$ cat src/rtl/fractal_scan.sv
// rtl/fractal_scan.sv - Raster-scan sequencer feeding a Mandelbrot/Julia iteration ALU
//
// Walks a WIDTH x HEIGHT pixel grid starting at (cr_offset, ci_offset).
// Each pixel coordinate advances by step+1 per pixel (x) and per row (y).
// For each pixel the block repeatedly issues one-cycle alu_start requests,
// feeding the returned z back, until the ALU reports escape/overflow or the
// iteration count reaches max_ctr. It then presents the shifted count as a
// pixel on a valid/ready handshake.
//
// Optional feature macro: FRACTAL_SCAN_JULIA_EN
//   defined   : julia=1 selects Julia mode (c = jr/ji, z0 = pixel coordinate)
//   undefined : julia/jr/ji are present but ignored; always Mandelbrot
//
// Ports:
//   clk, reset                  clock, synchronous active-high reset
//   run, running, frame_done    frame start request and frame status
//   julia, jr, ji               mode select and Julia constant
//   max_ctr, ctr_shift          iteration limit, count-to-pixel right shift
//   step, cr_offset, ci_offset  coordinate increment-minus-one, frame origin
//   alu_start, alu_finished     iteration request / result valid
//   alu_cr/ci/zr/zi             ALU operands
//   alu_out_zr/zi, alu_size,
//   alu_overflow                ALU results
//   pix_valid, pix_ready,
//   pix_value, pix_x, pix_y     pixel output stream

module fractal_scan #(
    parameter int BITWIDTH  = 10,
    parameter int CTRWIDTH  = 7,
    parameter int WIDTH     = 320,
    parameter int HEIGHT    = 240,
    parameter int STEPWIDTH = 7,
    parameter int OUTWIDTH  = 4,
    localparam int SHW      = (CTRWIDTH > 1) ? $clog2(CTRWIDTH) : 1,
    localparam int XW       = (WIDTH > 1)    ? $clog2(WIDTH)    : 1,
    localparam int YW       = (HEIGHT > 1)   ? $clog2(HEIGHT)   : 1
) (
    input  logic                clk,
    input  logic                reset,
    input  logic                run,
    output logic                running,
    output logic                frame_done,
    input  logic                julia,
    input  logic [BITWIDTH-1:0] jr,
    input  logic [BITWIDTH-1:0] ji,
    input  logic [CTRWIDTH-1:0] max_ctr,
    input  logic [SHW-1:0]      ctr_shift,
    input  logic [STEPWIDTH-1:0] step,
    input  logic [BITWIDTH-1:0] cr_offset,
    input  logic [BITWIDTH-1:0] ci_offset,
    output logic                alu_start,
    input  logic                alu_finished,
    output logic [BITWIDTH-1:0] alu_cr,
    output logic [BITWIDTH-1:0] alu_ci,
    output logic [BITWIDTH-1:0] alu_zr,
    output logic [BITWIDTH-1:0] alu_zi,
    input  logic [BITWIDTH-1:0] alu_out_zr,
    input  logic [BITWIDTH-1:0] alu_out_zi,
    input  logic                alu_size,
    input  logic                alu_overflow,
    output logic                pix_valid,
    input  logic                pix_ready,
    output logic [OUTWIDTH-1:0] pix_value,
    output logic [XW-1:0]       pix_x,
    output logic [YW-1:0]       pix_y
);

    typedef enum logic [1:0] {
        IDLE  = 2'd0,
        ISSUE = 2'd1,
        WAIT  = 2'd2,
        EMIT  = 2'd3
    } state_t;

    state_t state_q, state_d;

    logic [BITWIDTH-1:0] pc_q, pc_d;
    logic [BITWIDTH-1:0] pi_q, pi_d;
    logic [BITWIDTH-1:0] zr_q, zr_d;
    logic [BITWIDTH-1:0] zi_q, zi_d;
    logic [XW-1:0]       x_q, x_d;
    logic [YW-1:0]       y_q, y_d;
    logic [CTRWIDTH-1:0] ctr_q, ctr_d;

    logic                running_d, frame_done_d, alu_start_d, pix_valid_d;
    logic [BITWIDTH-1:0] alu_cr_d, alu_ci_d, alu_zr_d, alu_zi_d;
    logic [OUTWIDTH-1:0] pix_value_d;
    logic [XW-1:0]       pix_x_d;
    logic [YW-1:0]       pix_y_d;

    logic julia_mode;
`ifdef FRACTAL_SCAN_JULIA_EN
    assign julia_mode = julia;
`else
    assign julia_mode = 1'b0;
    wire unused_julia = &{1'b0, julia, jr, ji};
`endif

    // Coordinate increment is step+1 with step zero-extended; all coordinate
    // arithmetic wraps modulo 2^BITWIDTH.
    logic [BITWIDTH-1:0] step_inc;
    assign step_inc = BITWIDTH'(step) + BITWIDTH'(1);

    logic last_x, last_y;
    assign last_x = (x_q == XW'(WIDTH - 1));
    assign last_y = (y_q == YW'(HEIGHT - 1));

    // Raster position and coordinate of the pixel after the current one.
    logic [BITWIDTH-1:0] nx_pc, nx_pi;
    logic [XW-1:0]       nx_x;
    logic [YW-1:0]       nx_y;
    assign nx_pc = last_x ? cr_offset : pc_q + step_inc;
    assign nx_pi = last_x ? pi_q + step_inc : pi_q;
    assign nx_x  = last_x ? '0 : x_q + XW'(1);
    assign nx_y  = last_x ? y_q + YW'(1) : y_q;

    logic [CTRWIDTH-1:0] ctr_shifted;
    assign ctr_shifted = ctr_q >> ctr_shift;
    wire unused_bits = &{1'b0, ctr_shifted};

    logic escape;
    assign escape = alu_size || alu_overflow || (ctr_q == max_ctr);

    always_comb begin
        state_d      = state_q;
        pc_d         = pc_q;
        pi_d         = pi_q;
        zr_d         = zr_q;
        zi_d         = zi_q;
        x_d          = x_q;
        y_d          = y_q;
        ctr_d        = ctr_q;
        running_d    = running;
        frame_done_d = frame_done;
        alu_start_d  = 1'b0;
        alu_cr_d     = alu_cr;
        alu_ci_d     = alu_ci;
        alu_zr_d     = alu_zr;
        alu_zi_d     = alu_zi;
        pix_valid_d  = pix_valid;
        pix_value_d  = pix_value;
        pix_x_d      = pix_x;
        pix_y_d      = pix_y;

        case (state_q)
            IDLE: begin
                if (run) begin
                    pc_d         = cr_offset;
                    pi_d         = ci_offset;
                    x_d          = '0;
                    y_d          = '0;
                    ctr_d        = '0;
                    zr_d         = julia_mode ? cr_offset : '0;
                    zi_d         = julia_mode ? ci_offset : '0;
                    frame_done_d = 1'b0;
                    running_d    = 1'b1;
                    state_d      = ISSUE;
                end
            end
            ISSUE: begin
                alu_start_d = 1'b1;
                alu_cr_d    = julia_mode ? jr : pc_q;
                alu_ci_d    = julia_mode ? ji : pi_q;
                alu_zr_d    = zr_q;
                alu_zi_d    = zi_q;
                state_d     = WAIT;
            end
            WAIT: begin
                if (alu_finished) begin
                    if (escape) begin
                        pix_valid_d = 1'b1;
                        pix_value_d = ctr_shifted[OUTWIDTH-1:0];
                        pix_x_d     = x_q;
                        pix_y_d     = y_q;
                        state_d     = EMIT;
                    end else begin
                        zr_d    = alu_out_zr;
                        zi_d    = alu_out_zi;
                        ctr_d   = ctr_q + CTRWIDTH'(1);
                        state_d = ISSUE;
                    end
                end
            end
            EMIT: begin
                if (pix_ready) begin
                    pix_valid_d = 1'b0;
                    ctr_d       = '0;
                    x_d         = nx_x;
                    y_d         = nx_y;
                    pc_d        = nx_pc;
                    pi_d        = nx_pi;
                    // Julia starts each pixel with z at that pixel's coordinate.
                    zr_d        = julia_mode ? nx_pc : '0;
                    zi_d        = julia_mode ? nx_pi : '0;
                    if (last_x && last_y) begin
                        frame_done_d = 1'b1;
                        running_d    = 1'b0;
                        state_d      = IDLE;
                    end else begin
                        state_d = ISSUE;
                    end
                end
            end
            default: state_d = IDLE;
        endcase
    end

    always_ff @(posedge clk) begin
        if (reset) begin
            state_q <= IDLE;
        end else begin
            state_q <= state_d;
        end
    end

    always_ff @(posedge clk) begin
        if (reset) begin
            pc_q       <= '0;
            pi_q       <= '0;
            zr_q       <= '0;
            zi_q       <= '0;
            x_q        <= '0;
            y_q        <= '0;
            ctr_q      <= '0;
            running    <= 1'b0;
            frame_done <= 1'b1;
            alu_start  <= 1'b0;
            alu_cr     <= '0;
            alu_ci     <= '0;
            alu_zr     <= '0;
            alu_zi     <= '0;
            pix_valid  <= 1'b0;
            pix_value  <= '0;
            pix_x      <= '0;
            pix_y      <= '0;
        end else begin
            pc_q       <= pc_d;
            pi_q       <= pi_d;
            zr_q       <= zr_d;
            zi_q       <= zi_d;
            x_q        <= x_d;
            y_q        <= y_d;
            ctr_q      <= ctr_d;
            running    <= running_d;
            frame_done <= frame_done_d;
            alu_start  <= alu_start_d;
            alu_cr     <= alu_cr_d;
            alu_ci     <= alu_ci_d;
            alu_zr     <= alu_zr_d;
            alu_zi     <= alu_zi_d;
            pix_valid  <= pix_valid_d;
            pix_value  <= pix_value_d;
            pix_x      <= pix_x_d;
            pix_y      <= pix_y_d;
        end
    end

endmodule
$ cat config.mk
export PLATFORM = sky130hd
export DESIGN_NAME = fractal_scan
export DESIGN_NICKNAME = d
export VERILOG_FILES = /design/src/rtl/fractal_scan.sv
export SDC_FILE = /design/constraint.sdc
export NUM_CORES = 1
export LEC_CHECK = 0
export CORE_MARGIN = 8
export CORE_UTILIZATION = 29
export DETAILED_ROUTE_END_ITERATION = 8
export MAX_ROUTING_LAYER = met4
export PLACE_DENSITY_LB_ADDON = 0.08
export SYNTH_ARGS = -nofsm -noshare
export SYNTH_HDL_FRONTEND = slang
export SYNTH_SLANG_ARGS = --single-unit
$ cat constraint.sdc
create_clock -name clk -period 7.1 [get_ports clk]
set_input_delay 1.775 -clock clk [delete_from_list [all_inputs] [get_ports clk]]
set_output_delay 1.775 -clock clk [all_outputs]
set_load 0.01 [all_outputs]
After elaboration in Yosys (flattened, before gate mapping)
Cells that the tools add are included.
{"block": "word_totals", "word_cells": 101, "ff_bits": 131}
{"block": "classes", "n_shift": 1, "n_reduce_logical": 14, "n_eq_ne": 13, "n_addsub": 6, "n_mux": 48}
{"operator": "10-bit 2-to-1 mux", "count": 12}
{"operator": "10-bit case mux with 3 select lines", "count": 2}
{"operator": "10-bit case mux with 2 select lines", "count": 2}
{"operator": "7-bit 2-to-1 mux", "count": 4}
{"operator": "9-bit 2-to-1 mux", "count": 3}
{"operator": "8-bit 2-to-1 mux", "count": 3}
{"operator": "7-bit case mux with 3 select lines", "count": 1}
{"operator": "10-bit by 8-bit adder with 10-bit output", "count": 2}
{"operator": "9-bit case mux with 2 select lines", "count": 1}
{"operator": "8-bit case mux with 2 select lines", "count": 1}
{"operator": "2-bit inequality test (second input constant)", "count": 7}
{"operator": "4-bit AND reduction", "count": 3}
{"operator": "1-bit 2-to-1 mux", "count": 11}
{"operator": "9-bit by 1-bit adder with 9-bit output (second input constant)", "count": 1}
{"operator": "9-bit equality test (second input constant)", "count": 1}
{"operator": "3-bit AND reduction", "count": 3}
{"operator": "7-bit by 1-bit adder with 8-bit output (second input constant)", "count": 1}
{"operator": "8-bit by 1-bit adder with 8-bit output (second input constant)", "count": 1}
{"operator": "8-bit equality test (second input constant)", "count": 1}
{"operator": "2-bit 2-to-1 mux", "count": 4}
{"operator": "2-bit case mux with 4 select lines", "count": 1}
{"operator": "7-bit by 1-bit adder with 7-bit output (second input constant)", "count": 1}
{"operator": "7-bit equality test", "count": 1}
{"operator": "7-bit by 3-bit >> shifter with 4-bit output", "count": 1}
{"operator": "9 further kinds", "count": 14}

Depth between registers and ports, before layout
{"block": "depth", "ltp_word": 5, "mapped_depth": 10, "mapped_depth_nobuf": 10}

Least setup slack after synthesis
OpenSTA, ideal clock, no wires.
{"block": "synth_timing", "path_type": "in2reg", "start": "in step[0]", "end": "reg pi_q[9]", "stages": 10, "t_arrival_ps": 3616, "path_slack_ps": 3410, "cell_sequence": "ha_1 -> nand2_1 -> or2_2 -> xnor2_1 -> ha_1 -> o21a_1 -> or2_2 -> a31o_2 -> and3_1 -> o21ai_0"}
{"block": "synth_via", "elab_chain_cells": 5}
{"item": "from (decl)", "line_no": "48", "text": "input logic [STEPWIDTH-1:0] step,"}
{"item": "7-bit by 1-bit adder with 8-bit output", "line_no": "102", "text": "assign step_inc = BITWIDTH'(step) + BITWIDTH'(1);"}
{"item": "10-bit by 8-bit adder with 10-bit output", "line_no": "113", "text": "assign nx_pi = last_x ? pi_q + step_inc : pi_q;"}
{"item": "10-bit 2-to-1 mux", "line_no": "113"}
{"item": "10-bit 2-to-1 mux", "line_no": "185", "text": "if (pix_ready) begin"}
{"item": "10-bit case mux with 2 select lines", "line_no": "145", "text": "case (state_q)"}
{"item": "to (signal assigned)", "line_no": "238", "text": "pi_q <= pi_d;"}
{"item": "to (decl)", "line_no": "78", "text": "logic [BITWIDTH-1:0] pi_q, pi_d;"}
Every way passes these cells. The select of a mux whose other input is x is not followed.
A chain may end at the register's enable or synchronous reset.

Worst setup path in the final report
Same ends and word-level chain as after synthesis.

==> impl_metrics.tcl <==
set metrics [dict create \
    grtUsageTotal 0.143 \
    async_flop_share 0 \
    hpwl_um 12700 \
    post-route-period-util 0.591 \
    worstPathArrival_ps 4480 \
    routedWlPerCell_um 16.2 \
    rr_worst_depth 6 \
    route.final.wire_length_um 17600 \
    via_per_inst 4.91 \
    num-nets-final 910 \
    synth-simple-area-share 0.192 \
    syn_inst 687 \
    die_y_um 159 \
    finalCriticalPeriod_ps 4190 \
    min_path_type "flip-flop to flip-flop" \
    min_to "alu_zi[6]" \
    yosys.area_share.adder 0.0487 \
    final_antenna_net_count 0 \
    synthDominantCellAreaShare 0.440 \
    area_growth_pct 35.1 \
    critPathMaxFanout 4 \
    cts_buffer_depth 2 \
    r2r_end "y_q[7]" \
    peakVddDrop_mv 0.161 \
    numCtsBuffers 17 \
    setup_ws_ps 2910 \
    grt_start_max_net_pins 48 \
    num_antenna_cells 0 \
    cts_sinks 131 \
    synth.net_count 794 \
    finalSetupViolCount 0 \
    slew_headroom 0.360 \
    r2r_start "state_q[1]" \
    drtIter0Drc 252 \
    synth_common_cells "dfxtp_1, nand2_1, a21oi_1, nor2_1, clkbuf_1" \
    h-tree-depth 4 \
    hold_start "zi_q[6]" \
    cts-root-buf "clkbuf_16" \
    ys_types 59 \
    finClkSkew_ps 9.69 \
    grt-ovfl-total 0 \
    rows 52 \
    synth_top_family_by_area "simple AND/OR/NAND/NOR gates" \
    fmax_mhz 238 \
    ios 150 \
    worstMarginPinSlew_ps 960 \
    grt_pass1_vias 5242 \
    synth_edf_count 0 \
    p_total_mw 1.96 \
    antenna_found_initial 0 \
    setup.worst_path.class "input pin to flip-flop" \
    synth_ff_type "dfxtp_1" \
    hold_depth 2 \
    startpoint_type "input pin" \
    dieArea_mm2 0.0254 \
    io_buffers 128 \
    yosys-mux-area-fraction 0.0479 \
    synth_compound_area_frac 0.190 \
    syn_area_mm2 0.00596 \
    yosysWarnings 0 \
    drc 0 \
    fp.coreArea_mm2 0.0202 \
    ctsResizeCount 0 \
    post_cts_buffers 0 \
    yosysTopAreaCell "dfxtp_1" \
    layout-drive-gt1-share 0.0686 \
    finalWeightedCongestion 0.901 \
    seq_area_frac_synth 0.440 \
    num_vias 5331 \
    tns_ps 0 \
    syn_avg_cell_area_um2 8.67 \
    start_util 0.295 \
    power_density_mw_per_mm2 243 \
    finalMaxSlewViolations 0 \
    required_ps 7390 \
    p_leak_nw 2.93 \
    ys_ff_latch 131 \
    synthXorXnorAreaFrac 0.0456 \
    end_kind "flip-flop" \
    maxCapViolations 0 \
    cts_tree "done" \
    insertion_delay_ps 410 \
    ff2ff_setup_slack_ps 4220 \
    status "completed" \
    drt_pre_antenna_iters 5 \
    cts_hold_buf 0 \
    synthTopCellsByArea "dfxtp_1, nand2_1, a21oi_1, nor2_1, ha_1" \
    grt_pass1_wl_um 28500 \
    rsz0062_at_grt "false" \
    cts.clk_slew.worst_paths_ps 60 \
    die_x_um 159 \
    dp_slack_ps 2500 \
    hold_viol_final 0 \
    yosys.cell_count.top_type "dfxtp_1" \
]
[placed cells by master (no fill, tap or decap), types with 4 or more instances in the layout]
master / synthesis / final
xnor2_1: 14 / 14
nor2_1: 69 / 69
and3_1: 7 / 7
clkdlybuf4s50_1: 0 / 127
a21oi_1: 69 / 69
inv_1: 10 / 10
a31oi_1: 4 / 4
o21a_1: 5 / 5
clkbuf_16: 0 / 17
xor2_1: 17 / 17
a22o_1: 23 / 23
nand3_1: 15 / 15
dfxtp_1: 131 / 131
nand2b_1: 4 / 4
nand4_1: 5 / 5
a21o_1: 4 / 4
ha_1: 20 / 20
or3_1: 10 / 10
nand2_1: 117 / 117
and4_1: 4 / 4
inv_6: 0 / 4
nor3_1: 8 / 8
mux2i_1: 24 / 24
buf_4: 2 / 8
nand3b_1: 4 / 4
o21ai_0: 22 / 22
o211ai_1: 6 / 6
a211oi_1: 11 / 11
[worst max path at each step]
stage	from	end	slack, ps	cells past startpoint
finish	step[0]	pi_q[9]	2910	11
global route	step[0]	pi_q[9]	2750	11
CTS	step[0]	pi_q[9]	2940	11
detailed placement	step[0]	pi_q[9]	2500	11
global placement	step[0]	pi_q[9]	2510	11
floorplan	step[0]	pi_q[9]	3410	10
[worst max-delay path, stage by stage]
cell and delay, ps:
clkdlybuf4s50_1 530, ha_1 230, nand2_1 60, or2_2 270, xnor2_1 360, ha_1 330
o21a_1 120, or2_2 280, a31o_2 270, o211ai_1 150, o21ai_0 110
[per-layer routing]
layer | vias to the layer above | share of wire | track usage
met2 | 153 | 0.46 | 0.225
met4 | 0 | 0.0097 | 0.0390
met1 | 2505 | 0.49 | 0.182
met3 | 12 | 0.038 | 0.0308
met5 | - | 0 | -
li1 | 2661 | - | -
[state kept, by name, summed over array words and instances (netlist names), 2 cells and up]
name / flops
pc_q: 10
alu_zi: 10
pix_value: 4
alu_ci: 10
zr_q: 10
zi_q: 10
alu_cr: 10
pix_y: 8
pix_x: 9
pi_q: 10
x_q: 9
alu_zr: 10
y_q: 8
ctr_q: 7
state_q: 2
[metrics by stage]
| step | instances | utilization | hold slack (ps) | cell area [µm²] |
|---|---|---|---|---|
| final | 1086 | 0.399 | 448 | 8050 |
| after global routing | 1086 | 0.399 | 463 | 8050 |
| after CTS | 1086 | 0.399 | 453 | 8050 |
| after detailed placement | 1054 | 0.370 | 444 | 7460 |
| after global placement | 1054 | 0.370 | 437 | 7460 |
| after floorplan | 687 | - | 432 | 5960 |
[cell type report]
cell class / count / area [µm²]
clock buffers: 18 / 439
inverters: 10 / 37.5
clock inverters: 14 / 151
fillers: 2043 / 12100
flip-flops and latches: 131 / 2620
repair buffers: 136 / 1340
multi-input cells: 507 / 3120
well taps: 270 / 338
[where the power goes]
| part | internal (mW) | switching (mW) | leakage (nW) |
|---|---|---|---|
| combinational | 0.125 | 0.169 | 1.58 |
| clock | 0.530 | 0.347 | 0.287 |
| sequential | 0.762 | 0.0245 | 1.06 |
[cell families (layout without fill, tap and decap cells)]
| kind of cell | after synthesis | after routing |
|---|---|---|
| adders and majority gates | 22 | 22 |
| and+or+nand+nor | 257 | 257 |
| DFF | 131 | 131 |
| xor gates and xnor gates | 31 | 31 |
| buffers and inverters | 49 | 178 |
| AOI/OAI and AO/OA | 170 | 170 |
| muxes | 27 | 27 |
Note: power is estimated with default switching activity, not from simulation.
